**src/rtl/riscv_pkg.sv**
```systemverilog
// Shared definitions for the instruction-fetch slice of the pipelined RISC-V core.
// Contents: architectural widths, the NOP encoding that is presented when no
// instruction is available, the default reset PC, the entry type held in the
// prefetch queue, and a helper that word-aligns a fetch address.
package riscv_pkg;

    localparam int XLEN       = 64;
    localparam int ILEN       = 32;
    localparam int INST_BYTES = 4;

    // addi x0, x0, 0
    localparam logic [ILEN-1:0] NOP_INSTR = 32'h0000_0013;
    localparam logic [XLEN-1:0] RESET_PC  = 64'h0000_0000_0000_0000;

    typedef struct packed {
        logic [XLEN-1:0] pc;
        logic [ILEN-1:0] instr;
    } fetch_entry_t;

    // Compressed instructions are not supported, so every fetch address is
    // forced onto a 4-byte boundary.
    function automatic logic [XLEN-1:0] align_pc(input logic [XLEN-1:0] addr);
        return {addr[XLEN-1:2], 2'b00};
    endfunction

endpackage

```
**src/rtl/if_fetch_queue.sv**
```systemverilog
// Two-entry prefetch queue sitting between instruction fetch and decode.
// Ports:
//   clk, rst_n        : clock and asynchronous active-low reset
//   push, push_entry  : write push_entry at the tail this cycle
//   pop               : retire the head entry this cycle
//   flush             : discard all entries (wins over push and pop)
//   count             : number of valid entries, 0..2
//   head_entry        : contents of the oldest entry (meaningful when count != 0)
// The parent guarantees push only when there is room (count < 2 or pop) and
// pop only when count != 0.
module if_fetch_queue
    import riscv_pkg::*;
(
    input  logic         clk,
    input  logic         rst_n,
    input  logic         push,
    input  fetch_entry_t push_entry,
    input  logic         pop,
    input  logic         flush,
    output logic [1:0]   count,
    output fetch_entry_t head_entry
);

    fetch_entry_t mem_q [2];
    fetch_entry_t mem_d [2];
    logic         head_q, head_d;
    logic         tail_q, tail_d;
    logic [1:0]   count_q, count_d;

    // Next-state for storage, pointers and occupancy.
    always_comb begin
        mem_d[0] = mem_q[0];
        mem_d[1] = mem_q[1];
        head_d   = head_q;
        tail_d   = tail_q;
        count_d  = count_q;
        if (flush) begin
            head_d  = 1'b0;
            tail_d  = 1'b0;
            count_d = 2'd0;
        end else begin
            if (push) begin
                mem_d[tail_q] = push_entry;
                tail_d        = ~tail_q;
            end else begin
                tail_d = tail_q;
            end
            if (pop) begin
                head_d = ~head_q;
            end else begin
                head_d = head_q;
            end
            case ({push, pop})
                2'b10:   count_d = count_q + 2'd1;
                2'b01:   count_d = count_q - 2'd1;
                default: count_d = count_q;
            endcase
        end
    end

    // State registers; entries are cleared on reset so nothing stale is ever observable.
    always_ff @(posedge clk or negedge rst_n) begin
        if (!rst_n) begin
            mem_q[0] <= '0;
            mem_q[1] <= '0;
            head_q   <= 1'b0;
            tail_q   <= 1'b0;
            count_q  <= 2'd0;
        end else begin
            mem_q[0] <= mem_d[0];
            mem_q[1] <= mem_d[1];
            head_q   <= head_d;
            tail_q   <= tail_d;
            count_q  <= count_d;
        end
    end

    assign count      = count_q;
    assign head_entry = mem_q[head_q];

endmodule

```
**src/rtl/if_fetch_unit.sv**
```systemverilog
// Instruction-fetch initiator. Holds the PC, presents it to instruction memory,
// captures the returned word into a two-entry prefetch queue and hands
// {pc, instruction} to decode over a valid/ready handshake. A redirect from EX
// flushes the queue and reloads the PC (word-aligned).
// Ports:
//   clk, reset        : clock and asynchronous active-low reset
//   Inst_Address      : byte address to instruction memory (the PC register)
//   Instruction       : word returned by memory for Inst_Address, same cycle
//   redirect_valid/_target : taken branch/jump from EX
//   out_valid/out_ready    : decode handshake
//   out_pc/out_instr       : head entry (0 / NOP when the queue is empty)
module if_fetch_unit
    import riscv_pkg::*;
#(
    parameter logic [63:0] RESET_PC = riscv_pkg::RESET_PC,
    parameter int          DEPTH    = 2
) (
    input  logic        clk,
    input  logic        reset,
    output logic [63:0] Inst_Address,
    input  logic [31:0] Instruction,
    input  logic        redirect_valid,
    input  logic [63:0] redirect_target,
    output logic        out_valid,
    input  logic        out_ready,
    output logic [63:0] out_pc,
    output logic [31:0] out_instr
);

    logic [63:0]  pc_q, pc_d;
    logic         deq_s;
    logic         fire_s;
    logic [1:0]   count_s;
    fetch_entry_t head_s;
    fetch_entry_t push_entry_s;

    // Handshake and fetch decision. A full queue can still fetch when the
    // head leaves in the same cycle; a redirect suppresses fetching.
    always_comb begin
        deq_s  = (count_s != 2'd0) & out_ready;
        fire_s = ((count_s < 2'(DEPTH)) | deq_s) & ~redirect_valid;
        push_entry_s.pc    = pc_q;
        push_entry_s.instr = Instruction;
    end

    // Next PC: redirect has priority, a fetch advances by one word (wrapping).
    always_comb begin
        pc_d = pc_q;
        if (redirect_valid) begin
            pc_d = align_pc(redirect_target);
        end else if (fire_s) begin
            pc_d = pc_q + 64'(INST_BYTES);
        end else begin
            pc_d = pc_q;
        end
    end

    // PC register.
    always_ff @(posedge clk or negedge reset) begin
        if (!reset) begin
            pc_q <= RESET_PC;
        end else begin
            pc_q <= pc_d;
        end
    end

    if_fetch_queue u_queue (
        .clk        (clk),
        .rst_n      (reset),
        .push       (fire_s),
        .push_entry (push_entry_s),
        .pop        (deq_s),
        .flush      (redirect_valid),
        .count      (count_s),
        .head_entry (head_s)
    );

    // Decode-facing view of the queue head; empty queue shows pc 0 and a NOP.
    always_comb begin
        out_valid = (count_s != 2'd0);
        if (count_s != 2'd0) begin
            out_pc    = head_s.pc;
            out_instr = head_s.instr;
        end else begin
            out_pc    = 64'h0;
            out_instr = NOP_INSTR;
        end
    end

    assign Inst_Address = pc_q;

endmodule

```
**config.mk**
```make
export PLATFORM = sky130hd
export DESIGN_NAME = if_fetch_unit
export DESIGN_NICKNAME = d
export VERILOG_FILES = /design/src/rtl/riscv_pkg.sv /design/src/rtl/if_fetch_queue.sv /design/src/rtl/if_fetch_unit.sv
export SDC_FILE = /design/constraint.sdc
export NUM_CORES = 1
export LEC_CHECK = 0
export BUFFER_PORTS_ARGS = -buffer_cell sky130_fd_sc_hd__clkbuf_2
export CORE_ASPECT_RATIO = 0.8
export CORE_MARGIN = 5
export CORE_UTILIZATION = 56
export DETAILED_ROUTE_END_ITERATION = 8
export PLACE_DENSITY = 0.89
export SLEW_MARGIN = 20
export SYNTH_ARGS = -nofsm -noshare
export SYNTH_HDL_FRONTEND = slang
export SYNTH_HIERARCHICAL = 1
export SYNTH_SLANG_ARGS = --single-unit
```
**constraint.sdc**
```tcl
create_clock -name clk -period 2.95 [get_ports clk]
set_input_delay 0.295 -clock clk [delete_from_list [all_inputs] [get_ports clk]]
set_output_delay 0.295 -clock clk [all_outputs]
set_load 0.1 [all_outputs]
```
Word level (Yosys, flattened, before mapping):

Cells that the tools add are included.

* flip-flop bits (word level): 260
* latch bits: 0
* memory bits (writable): 0
* ROM bits: 0
* bits of input ports: 100
* output and inout bits: 161
* logic and storage cells: 47
* memories: 0

* add/subtract/negate cells: 3
* multipliers: 0
* div/mod/pow operators: 0
* magnitude comparators: 4
* eq/ne operators: 2
* shifts and indexed selects: 0
* multiplexer cells: 16
* bitwise gates (word level): 8
* reduce and logical (&&, ||, !) cells: 6

Operators by type and width (count)
* $mux 96: 4
* $bwmux 192: 1
* $mux 64: 3
* $demux 96 s1: 1
* $add 64x3->64 const B: 1
* $mux 32: 1
* $reduce_bool 2->1: 3
* $ge 2x2->1 const B: 2
* $mux 1: 4
* $not 1->2: 2
* $pmux 2 s2: 1
* $not 1->1: 3
* $reduce_bool 3->1: 1
* $add 2x1->2 const B: 1
* $and 1x1->1: 2
* $eq 2x1->1 const B: 1
* $eq 2x2->1 const B: 1
* $lt 2x1->1 const B: 1
* $lt 2x2->1 const B: 1
* $mux 2: 1
* $reduce_and 2->1: 1
* $sub 2x1->2 const B: 1
* $logic_and 1x1->1: 1
* $or 1x1->1: 1

Logic depth before layout (Yosys ltp):

* word-level depth: 7
* depth in mapped cells: 8
* gate-level depth less buffers: 6

Cells and area by module:

The synthesis kept the hierarchy.

Modules (own cells, without submodules)
* if_fetch_queue: instances 1, cells each 530, area each 8463.1 µm², sequential area each 4904.7 µm²
* if_fetch_unit: instances 1, cells each 558, area each 4453.0 µm², sequential area each 1551.5 µm²

Worst setup path before layout:

OpenSTA, ideal clock, no wires.

* kind: register to register
* from: reg pc_q[4], in the netlist Inst_Address[4]
* to: reg pc_q[45], in the netlist Inst_Address[45]
* library setup time: 0.082 ns
* arrival: 2.978 ns
* slack: -0.110 ns
* cell stages (with the launch flop): 8
* path buffers: 2
* period minus slack after synthesis: 3.060 ns
* cell sequence: dfrtp_1 -> nand3_2 -> or3_1 -> buf_6 -> or4_4 -> buf_6 -> or4_1 -> a31oi_1

* cells in the longest elaborated chain, start to end: 3

RTL lines
* start, declared: line if_fetch_unit.sv:30 `logic [63:0] pc_q, pc_d;`
* start signal, assigned: line if_fetch_unit.sv:63 `pc_q <= pc_d;`
* $add 64x3->64: line if_fetch_unit.sv:52 `pc_d = pc_q + 64'(INST_BYTES);`
* $mux 64: line if_fetch_unit.sv:51 `end else if (fire_s) begin`
* $mux 64: line if_fetch_unit.sv:49 `if (redirect_valid) begin`

No other way between the ends. The select of a mux whose other input is x is not followed.
A chain may end at the register's enable or synchronous reset.

==> reports/summary.txt <==
WS Path Type - reg -> out
Most frequent cells in the layout - clkbuf_2 (251), mux2_2 (249), dfrtp_1 (244)
CTS Buf Count - 26
Placed cells - 1611
HP Class - in -> reg
Placer Congestion - 0.857
Detailed Place HPWL - 23700 um
Commonest non-fill, non-tap cell in the layout - clkbuf_2
Max transition margin - 0.541
Placed cell areas - 0.0146 sq mm
Routed Antenna Nets - 0
Max Clock Freq - 360 MHz
Max-capacitance violation count - 0
Crit path time final - 2770 ps
Worst slew pin tran - 689 ps
Fin cells - 1693
Setup repair bufs after CTS - 0
Crit end category - primary output
Synth cell types - 46
Status - finished, final reports clean
Dpl ws - 291 ps
Area of the mapped netlist - 0.0129 sq mm
ANT cells - 0
Sw Pwr - 0.0101 W
Post-route cell area - 0.0158 sq mm
Row cnt - 49
RSZ-0062 raised after global routing - false
Setup violators final - 0
Fin. Hold Viols - 0
Drt pass-1 iters - 5
Period utilization - 0.941
Largest net degree at the start of global routing - 87
Cell internal pwr - 0.00955 W
Die Span Y - 146 um
Power per Cell Area - 1240 mW/mm^2
Gate power share - 0.540
Routed WL - 35000 um
Sequential-to-total area share from yosys stat - 0.500
Clk_skew - 9.61 ps
Clock power share - 0.173
Area delta synth->final - 22.2%
Layout fillers - 1603
Arrival @ worst endpoint - 2480 ps
Residual DRC - 0
Crit-path slowest cell - dfrtp_4
Crit-path max FO - 21
I/O pin cnt - 261
Crit path largest cell delay - 680 ps
DIE AREA - 0.0262 sq mm
Setup tns final - 0 ps
Layout net count - 1469
Switch share - 0.513
H-tree levels - 1
Core ar. - 0.0226 sq mm
CTS tree - done
Yosys warns - 6
DRT iter0 DRCs - 1011
Critical Path Start Type - flop
Die X - 180 um
Worst EP required - 2650 ps
Asr flop ratio synth - 1.00
Initial antenna violation count - 0
#FFs+latches synth - 258
Leakage power - 6.93 nW
Via count - 9990
Post-Synthesis Cells - 1088
Cell Chain, Critical Path - buf_4 -> mux2_2 -> and2_1 -> clkbuf_2
Post-synth EDFFs - 0
Clk_lat worst skew - 530 ps
Clock sinks - 258
WL per Instance - 20.7 um
Max clock buf depth - 3
GRT Resource Usage Total - 0.260
Global-route wire length before repair - 56400 um
Final WS setup - 175 ps
Main flop type after synthesis - dfrtp_1
Starting Density - 0.572
Root buffer cell - clkbuf_16
Sequential share of power - 0.287
Share of layout cells above drive strength 1 - 0.431
Port bufs - 256
Worst IR drop on VDD - 0.00117 V
Syn Area/Cell - 11.9 sq um
Slew Limit Fails - 0
Clock-pin transition on the worst setup and hold timing paths - 60 ps
Vias in the first global route - 10300
Remaining global-route overflow - 0
Drt via density - 5.90
==> state kept, by name, indices dropped and copies added (netlist names) <==
| name | count |
|---|---|
| Inst_Address | 62 |
| u_queue/count | 2 |
| u_queue/head_q | 1 |
| u_queue/mem_q | 192 |
| u_queue/tail_q | 1 |
==> worst max-delay path: cells and delay by family, from the launching register on <==
| kind | cells | cell delay, ps |
|---|---|---|
| AND/OR/NAND/NOR | 1 | 170 |
| buffers and inverters | 2 | 710 |
| flip-flops | 1 | 680 |
| multiplexers | 1 | 380 |
==> what timing repair did <==
action | 4_1_cts | 5_1_grt
resized for setup | 0 | 0
endpoints found under the hold margin | 122 | 0
hold buffers | 35 | 0
==> cells by family after synthesis <==
| group | share of synthesized area |
|---|---|
| other | 0.000290 |
| DFF | 0.500 |
| muxes | 0.254 |
| and+or+nand+nor | 0.150 |
| buffers and inverters | 0.0296 |
| adders and majority gates | 0.000969 |
| xor gates and xnor gates | 0.0251 |
| AOI/OAI and AO/OA | 0.0398 |
==> power by group through the flow <==
stage / registers, W / logic [W] / clock network [W]
after floorplan: 0.00594 / 0.00832 / 0
after global placement: 0.00552 / 0.0104 / 0
after detailed placement: 0.00566 / 0.0105 / 0
after CTS: 0.00560 / 0.0106 / 0.00343
after global routing: 0.00576 / 0.0110 / 0.00359
final: 0.00562 / 0.0106 / 0.00339
==> Yosys cell counts, types with 2 or more instances <==
| master | count | area [sq um] |
|---|---|---|
| dfrtp_1 | 258 | 6460 |
| mux2_2 | 249 | 2800 |
| and2_1 | 96 | 601 |
| nand2_1 | 49 | 184 |
| o21ai_0 | 48 | 240 |
| nor2_1 | 42 | 158 |
| mux2_1 | 40 | 450 |
| nand3_1 | 35 | 175 |
| clkbuf_1 | 32 | 120 |
| nand4_1 | 30 | 188 |
| a31oi_1 | 26 | 163 |
| buf_2 | 24 | 120 |
| xnor2_1 | 22 | 193 |
| xor2_1 | 15 | 131 |
| or3_1 | 14 | 87.6 |
| nor3_1 | 13 | 65.1 |
| or4_1 | 12 | 90.1 |
| nor4_1 | 9 | 56.3 |
| o31ai_1 | 9 | 67.6 |
| and4_1 | 8 | 70.1 |
| buf_4 | 8 | 60.1 |
| and3_1 | 7 | 43.8 |
| buf_6 | 6 | 67.6 |
| nand2b_1 | 4 | 25.0 |
| or2_2 | 4 | 25.0 |
| mux2i_1 | 3 | 30.0 |
| a211o_1 | 2 | 17.5 |
| inv_1 | 2 | 7.51 |
| nand4_4 | 2 | 42.5 |
| nor3b_1 | 2 | 15.0 |
| or3_2 | 2 | 15.0 |
==> area by class of cell <==
type	count	area [sq um]	area share
multi-input combinational	761	6100	0.386
inverter	3	11.3	0.000713
timing repair buffer	318	1940	0.123
clock buffer	40	764	0.0484
tap	306	383	0.0243
clock inverter	7	110	0.00697
sequential	258	6480	0.410
==> metal layers <==
layer | up-vias | track usage | share of wire
li1 | 4445 | - | -
met1 | 4986 | 0.358 | 0.42
met2 | 464 | 0.419 | 0.47
met3 | 95 | 0.0547 | 0.077
met4 | 0 | 0.0819 | 0.034
met5 | - | 0 | 0
==> through the flow <==
stage / hold slack (ps) / utilization / total power (W)
floorplan: -0.591 / - / 0.0143
finish: 11.3 / 0.700 / 0.0196
CTS: 0.282 / 0.700 / 0.0197
global route: 10.7 / 0.700 / 0.0204
global placement: 330 / 0.645 / 0.0159
detailed placement: 346 / 0.645 / 0.0162
==> path summary, 6_finish.rpt <==
kind / cells past startpoint / start / end / slack [ps]
max in group asynchronous: 3 / reset / Inst_Address[15]$_DFFE_PN0P_ / 1680
hold reg to reg: 1 / u_queue/mem_q[134]$_DFFE_PN0P_ / u_queue/mem_q[134]$_DFFE_PN0P_ / 490
setup / recovery: 4 / u_queue/head_q$_DFFE_PN0P_ / out_pc[25] / 180
min in group asynchronous: 2 / reset / u_queue/mem_q[117]$_DFFE_PN0P_ / 360
setup reg to reg: 5 / Inst_Address[17]$_DFFE_PN0P_ / Inst_Address[54]$_DFFE_PN0P_ / 230
hold / removal: 3 / redirect_target[24] / Inst_Address[24]$_DFFE_PN0P_ / 10
Power figures use the tool's default switching activity.
